File: src/rtl/nano_pkg.sv
// Shared widths and FSM encoding for the nano memory arbiter.
package nano_pkg;
  localparam int ADDR_W_DEF = 8;
  localparam int DATA_W_DEF = 16;

  typedef enum logic [1:0] {
    IDLE   = 2'd0,
    ACCESS = 2'd1,
    RESP   = 2'd2
  } state_t;
endpackage

File: src/rtl/rr_arbiter2.sv
// Two-way round-robin pick: a lone requester wins, a tie goes to the one not served last.
module rr_arbiter2 (
  input  logic [1:0] req,
  input  logic       last,
  output logic       winner
);
  always_comb begin
    winner = (req == 2'b11) ? ~last : req[1];
  end
endmodule

File: src/rtl/nano_mem_arbiter.sv
// Single-port memory shared by a CPU (0) and a loader (1); IDLE->ACCESS->RESP per transfer.
module nano_mem_arbiter
  import nano_pkg::*;
#(
  parameter int ADDR_W = ADDR_W_DEF,
  parameter int DATA_W = DATA_W_DEF
) (
  input  logic              ck,
  input  logic              rst,
  input  logic              req0,
  input  logic              req1,
  input  logic              we0,
  input  logic              we1,
  input  logic [ADDR_W-1:0] addr0,
  input  logic [ADDR_W-1:0] addr1,
  input  logic [DATA_W-1:0] wdata0,
  input  logic [DATA_W-1:0] wdata1,
  output logic              ack0,
  output logic              ack1,
  output logic [DATA_W-1:0] rdata0,
  output logic [DATA_W-1:0] rdata1,
  output logic              mem_ce,
  output logic              mem_we,
  output logic [ADDR_W-1:0] mem_addr,
  output logic [DATA_W-1:0] mem_wdata,
  input  logic [DATA_W-1:0] mem_rdata
);
  state_t                   r_state;
  logic                     r_last;
  logic                     r_owner;
  logic                     r_we;
  logic [ADDR_W-1:0]        r_addr;
  logic [DATA_W-1:0]        r_wdata;
  logic [1:0][DATA_W-1:0]   r_rdata;

  logic [1:0]               w_req;
  logic                     w_win;

  assign w_req = {req1, req0};

  rr_arbiter2 u_rr (
    .req    (w_req),
    .last   (r_last),
    .winner (w_win)
  );

  // Reset drops any in-flight transfer; r_last=1 hands the first tie to the CPU.
  always_ff @(posedge ck or negedge rst) begin
    if (!rst) begin
      r_state <= IDLE;
      r_last  <= 1'b1;
      r_owner <= 1'b0;
      r_we    <= 1'b0;
      r_addr  <= '0;
      r_wdata <= '0;
      r_rdata <= '0;
    end else begin
      case (r_state)
        IDLE: begin
          if (|w_req) begin
            r_owner <= w_win;
            r_we    <= w_win ? we1    : we0;
            r_addr  <= w_win ? addr1  : addr0;
            r_wdata <= w_win ? wdata1 : wdata0;
            r_state <= ACCESS;
          end
        end
        ACCESS: begin
          if (!r_we) r_rdata[r_owner] <= mem_rdata;
          r_state <= RESP;
        end
        RESP: begin
          r_last  <= r_owner;
          r_state <= IDLE;
        end
        default: r_state <= IDLE;
      endcase
    end
  end

  // Memory bus is quiet outside ACCESS so stale addresses never leak out.
  assign mem_ce    = (r_state == ACCESS);
  assign mem_we    = mem_ce & r_we;
  assign mem_addr  = mem_ce ? r_addr  : '0;
  assign mem_wdata = mem_ce ? r_wdata : '0;

  assign ack0   = (r_state == RESP) & ~r_owner;
  assign ack1   = (r_state == RESP) &  r_owner;
  assign rdata0 = r_rdata[0];
  assign rdata1 = r_rdata[1];
endmodule

File: config.mk
export PLATFORM = sky130hd
export DESIGN_NAME = nano_mem_arbiter
export DESIGN_NICKNAME = d
export VERILOG_FILES = /design/src/rtl/nano_pkg.sv /design/src/rtl/rr_arbiter2.sv /design/src/rtl/nano_mem_arbiter.sv
export SDC_FILE = /design/constraint.sdc
export NUM_CORES = 1
export LEC_CHECK = 0
export CAP_MARGIN = 20
export CORE_MARGIN = 10
export CORE_UTILIZATION = 44
export DETAILED_ROUTE_END_ITERATION = 6
export PLACE_DENSITY = 0.85
export RECOVER_POWER = 100
export SYNTH_ARGS = -nofsm -noshare
export SYNTH_HDL_FRONTEND = slang
export SYNTH_SLANG_ARGS = --single-unit
File: constraint.sdc
create_clock -name ck -period 4.7 [get_ports ck]
set_clock_uncertainty 0.15 [all_clocks]
set_input_delay 0.94 -clock ck [delete_from_list [all_inputs] [get_ports ck]]
set_output_delay 0.94 -clock ck [all_outputs]
set_load 0.02 [all_outputs]
==> flow_summary.toml, run 1 <==
[run_status]
status = "complete, but fails checks"
failed_checks = "capacitance limit, slew limit"

[route]
vias = 1953
drc_errors = 0
ant_nets = 0
drt-initial-drc-count = 40
wl_mm = 7.316
first_pass_iters = 4
wl_per_cell_um = 18.15
via_per_inst = 4.846

[sta]
slew_violations = 34
timing.setup.tns_ns = 0
rsz0062_at_grt = "no"
max_slew_margin = -0.6286
worst_slew_pin_slew_ns = 2.438
setup_viol = 0
fmax_mhz = 277.0
fin_crit_sh = 0.7680
hold_viol = 0
fin_crit_ns = 3.609

[placement]
dpl_cell_area_um2 = 4119
dp_hpwl_mm = 5.453
io_buffers = 129
gp_congestion = 0.7093

[clock_tree]
clockBufferDepth = 2
clkSlewWorstSetupHoldPaths_ns = 0.07
clock_sinks = 61
post_cts_buffers = 0
clk-insertion-delay-late_ns = 0.33
cts_inserted_buffers = 9
ctsHoldBuffers = 0
cts_tree = "yes"
clock-root-buffer = "clkbuf_8"
h-tree-depth = 3
cts_resized = 0

[global_route]
grt_first_pass_wirelength_mm = 11.83
grtUsageTotal = 0.1484
grt_max_degree = 62
antenna_found_initial = 0
first_global_vias = 2159
grt_remaining_overflow = 0

[logic_synthesis]
synth.distinct_cells = 17
netlist_area_um2 = 2796
syn_nets = 260
synth_top_area_share = 0.5369
synth_compound_area_frac = 0.009396
yosys_warnings = 0
synth-edff-count = 0
synthMuxAreaShare = 0.3302
ys_seq_elements = 61
yosysTopAreaCell = "dfrtp_1"
synth_xor_area_frac = 0
synth_fa_ha_area_frac = 0
yosysSeqAreaShare = 0.5463
ys.flop_type = "dfrtp_1"
synthArstFlopShare = 1.000
synth_top_family_by_area = "multiplexers"
synth_cells = 190
ys_top_cells_by_area = "dfrtp_1 (54%), mux2_2 (33%), and2_1 (5.6%)"
synth_area_per_cell_um2 = 14.72
yosys.area_share.simple = 0.08456

[power_and_ir_drop]
p_per_area_nw_per_um2 = 628.3
peakVddDrop_mv = 0.4237
p_leak_nw = 1.830

[critical_path]
cp_slowest_stage_delay_ns = 1.92
startpoint_type = "flip-flop"
crit_family = "simple AND/OR/NAND/NOR gates"
r2r-start = "r_state[1]"
crit_buf_inv = 0
crit_type = "flip-flop to flip-flop"
reg2regPathDepth = 3
crit_chain = "and2b_2 > nor3b_1 > mux2_2"
crit_path_end_kind = "flip-flop"
slowest_stage = "nor3b_1"
r2r-end = "rdata0[9]"
reg2reg_slack_ns = 1.09
path_max_fanout = 28
crit_arrival_ns = 3.68
required_ns = 4.77

[min_path]
worst_hold_path.num_cells = 1
hp-start = "r_addr[7]"
min_delay_worst_endpoint = "r_addr[7]"
hold_class = "flip-flop to flip-flop"

[die]
core_um2 = 6061
die_area_um2 = 9944
ioPinCount = 130
die_h_um = 99.72
die_w_um = 99.72
floorplan.initialDensity = 0.4614
rows = 28

[final_layout]
fillCellCount = 453
final_layout_size_suffix_gt1_frac = 0.3110
insertedDiodeCount = 0
layout.nets = 393
syn2layout_area_growth_pct = 52.98
final_area_um2 = 4278

[flow_run]
drv_cap = 2
==> cells in the mapped netlist, types with 2 or more instances <==
master	count
mux2_2	82
nor3b_4	2
nor2_1	3
buf_4	2
and2_1	25
clkbuf_1	2
dfrtp_1	60
buf_6	5
==> layout by cell type (no fill, tap or decap) <==
| master | synthesis | final |
|---|---|---|
| clkinvlp_4 | 0 | 4 |
| nor3b_1 | 0 | 2 |
| inv_6 | 0 | 1 |
| clkbuf_1 | 2 | 1 |
| o32ai_1 | 1 | 1 |
| buf_2 | 0 | 1 |
| and2b_2 | 1 | 1 |
| and2_1 | 25 | 25 |
| clkdlybuf4s50_1 | 0 | 67 |
| dlygate4sd3_1 | 0 | 61 |
| mux2_2 | 82 | 80 |
| mux2_1 | 0 | 2 |
| dfrtp_1 | 60 | 60 |
| nor2_1 | 3 | 3 |
| dfstp_2 | 1 | 1 |
| nand2b_1 | 1 | 1 |
| a21bo_2 | 1 | 1 |
| buf_4 | 2 | 1 |
| inv_1 | 1 | 1 |
| clkinv_4 | 0 | 1 |
| nor3_4 | 0 | 1 |
| nor2b_1 | 1 | 1 |
| a21o_1 | 1 | 1 |
| clkbuf_8 | 0 | 10 |
==> worst register-to-register path, delay by kind of cell (launching register included) <==
kind,cells,cell delay [ns]
flops,1,0.45
mux,1,0.47
simple gates,2,2.43
==> flip-flops by register name, summed over array words and instances (netlist names) <==
name     count
r_wdata     16
rdata0      16
rdata1      16
r_addr       8
r_state      2
r_last       1
r_owner      1
r_we         1
==> worst max-delay path by stage <==
stage                           from             to  slack [ns]  cells after the start
final                     r_state[1]      rdata0[9]        1.09                      3
after floorplan           r_state[1]    mem_addr[0]        2.30                      3
after global placement          req0     r_wdata[5]        1.76                      4
after CTS                 r_state[1]  mem_wdata[10]        1.43                      3
after global routing      r_state[1]     rdata0[14]        0.75                      3
after detailed placement        req0    r_wdata[15]        1.73                      4
==> power by group <==
part / leakage [nW] / internal, W / switching, W
Sequential: 0.723 / 0.000796 / 0.000126
Clock: 0.0811 / 0.000208 / 0.000214
Combinational: 1.03 / 0.000705 / 0.000639
Total: 1.83 / 0.00171 / 0.000979
==> kinds of logic after synthesis <==
logic type             count (synthesis)
muxes                                 82
DFF                                   61
and+or+nand+nor                       34
buffers and inverters                 10
AOI/OAI and AO/OA                      3
==> per-stage QoR <==
step / hold WS, ns / total power [W] / utilization / cells / worst slack [ns]
2_1_floorplan: 0.3220 / 0.001763 / - / 190 / 2.299
3_3_place_gp: 0.3314 / 0.002385 / 0.6796 / 387 / 1.758
3_5_place_dp: 0.3378 / 0.002414 / 0.6796 / 387 / 1.728
4_1_cts: 0.3541 / 0.002849 / 0.7102 / 403 / 1.427
5_1_grt: 0.3581 / 0.002872 / 0.7058 / 403 / 0.7467
6_report: 0.3474 / 0.002688 / 0.7058 / 403 / 1.091
==> layer usage <==
metal	GRT usage	part of all wire	vias up
li1	-	-	934
met1	0.1610	0.38	945
met2	0.2608	0.54	65
met3	0.05536	0.071	9
met4	0.04631	0.0090	0
met5	0	0	-
==> final cells by class <==
cell class | count | area (um^2) | share of cell area
Clock buffer | 10 | 137.6 | 0.03217
Tap cell | 75 | 93.84 | 0.02194
Timing Repair Buffer | 131 | 1297 | 0.3033
Sequential cell | 61 | 1528 | 0.3571
Clock inverter | 6 | 47.55 | 0.01111
Multi-Input combinational cell | 119 | 1170 | 0.2735
Inverter | 1 | 3.754 | 0.0008775
(Power assumes the default switching activity.)
==> run 2: changes to the inputs <==
- CORE_UTILIZATION: 44 -> 37
- PLACE_DENSITY: 0.85 -> 0.76
- clock period: 4.7 -> 3 ns (I/O delays scaled with it)
==> flow_summary.toml, run 2 (synthesis gave the netlist of run 1 again) <==
[run_status]
status = "complete, but fails checks"
failed_checks = "capacitance limit, slew limit"

[sta]
max_slew_margin = -0.08345
slew_violations = 32
fin_crit_ns = 2.826
fmax_mhz = 353.8
setup_viol = 0
worst_slack_ns = 0.1739
fin_crit_sh = 0.9420
timing.setup.tns_ns = 0
rsz0062_at_grt = "no"
worst_slew_pin_slew_ns = 1.625
hold_viol = 0

[critical_path]
required_ns = 2.25
reg2reg_slack_ns = 0.39
startpoint_type = "flip-flop"
crit_arrival_ns = 2.08
crit_path_end_kind = "output port"
crit_type = "flip-flop to output port"
path_max_fanout = 28

[final_layout]
insertedDiodeCount = 0
layout.nets = 398
final_cell_mix = "clkdlybuf4s50_1 (89), mux2_2 (82), dfrtp_1 (60)"
regArea_um2 = 1528
final_cells = 432
fillCellCount = 640
layout_commonest_cell = "clkdlybuf4s50_1"
syn2layout_area_growth_pct = 54.99
final_layout_size_suffix_gt1_frac = 0.3063
multi_input_area_um2 = 1159

[placement]
gp_congestion = 0.6892
dp_hpwl_mm = 5.745
post-place-ws_ns = 0.4738
io_buffers = 129
placedCellCount = 416

[power_and_ir_drop]
p_per_area_nw_per_um2 = 999.2
pwr-share-clk = 0.167
p_int_w = 0.002820
p_sw_w = 0.001510
total_power_w = 0.004331
swShare = 0.3488
peakVddDrop_mv = 0.5550
pwr-share-seq = 0.334
p_leak_nw = 1.786
pwr-share-comb = 0.499

[die]
die_w_um = 106.9
ioPinCount = 130
die_area_um2 = 11440
rows = 31
floorplan.initialDensity = 0.3835
die_h_um = 106.9
core_um2 = 7292

[global_route]
grt_remaining_overflow = 0
first_global_vias = 2275
grt_max_degree = 32
grtUsageTotal = 0.1336
antenna_found_initial = 0
grt_first_pass_wirelength_mm = 12.01

[clock_tree]
clkSlewWorstSetupHoldPaths_ns = 0.06
clockBufferDepth = 2
ctsHoldBuffers = 0
clk-insertion-delay-late_ns = 0.32
h-tree-depth = 3
post_cts_buffers = 0
cts_tree = "yes"
clock_sinks = 61
cts_inserted_buffers = 9
cts_resized = 0
clock-root-buffer = "clkbuf_8"

[flow_run]
drv_cap = 1

[route]
first_pass_iters = 3
wl_per_cell_um = 17.31
ant_nets = 0
drc_errors = 0
wl_mm = 7.476
via_per_inst = 4.600
vias = 1987
drt-initial-drc-count = 56

[min_path]
hold_class = "flip-flop to flip-flop"
-- run 2: cell type report --
type,instances,area share
repair buffers,136,0.3040
clock buffers,13,0.03666
flip-flops and latches,61,0.3525
well taps,99,0.02858
clock inverters,3,0.01010
inverters,1,0.0008661
multi-input cells,119,0.2673
-- run 2: routing by layer --
metal,track usage,share of wire,vias to the layer above
met5,0,0,-
met4,0.04642,0.012,0
met3,0.03892,0.051,6
met2,0.2331,0.53,61
met1,0.1523,0.41,971
li1,-,-,949
-- run 2: per-stage QoR --
| stage | area (um^2) | hold WS, ns | utilization |
|---|---|---|---|
| finish | 4334 | 0.3423 | 0.5944 |
| CTS | 4389 | 0.1663 | 0.6019 |
| global placement | 4187 | 0.3304 | 0.5741 |
| global route | 4334 | 0.3655 | 0.5944 |
| detailed placement | 4187 | 0.3370 | 0.5741 |
| floorplan | 2796 | 0.1544 | - |
-- run 2: worst max-delay path: stages, from the launching register on --
cell,delay (ns)
dfrtp_1,0.41
and2b_2,0.49
and2_1,0.18
dlygate4sd3_1,0.67
-- run 2: worst paths after layout --
kind | cells after the start | from | endpoint
max | 3 | r_state[1] | mem_wdata[2]
max in group asynchronous | 2 | rst | r_wdata[2]
min | 1 | r_state[1] | r_state[1]
min in group asynchronous | 1 | rst | rdata1[9]
min reg2reg | 1 | r_state[1] | r_state[1]
max reg2reg | 4 | r_state[1] | rdata1[2]
-- run 2: power by group through the flow --
stage	registers [W]	clock network [W]	logic, W
6_report	0.00144	0.000725	0.00216
5_1_grt	0.00150	0.000803	0.00231
4_1_cts	0.00148	0.000755	0.00234
3_5_place_dp	0.00149	0	0.00233
3_3_place_gp	0.00147	0	0.00230
2_1_floorplan	0.00172	0	0.00105
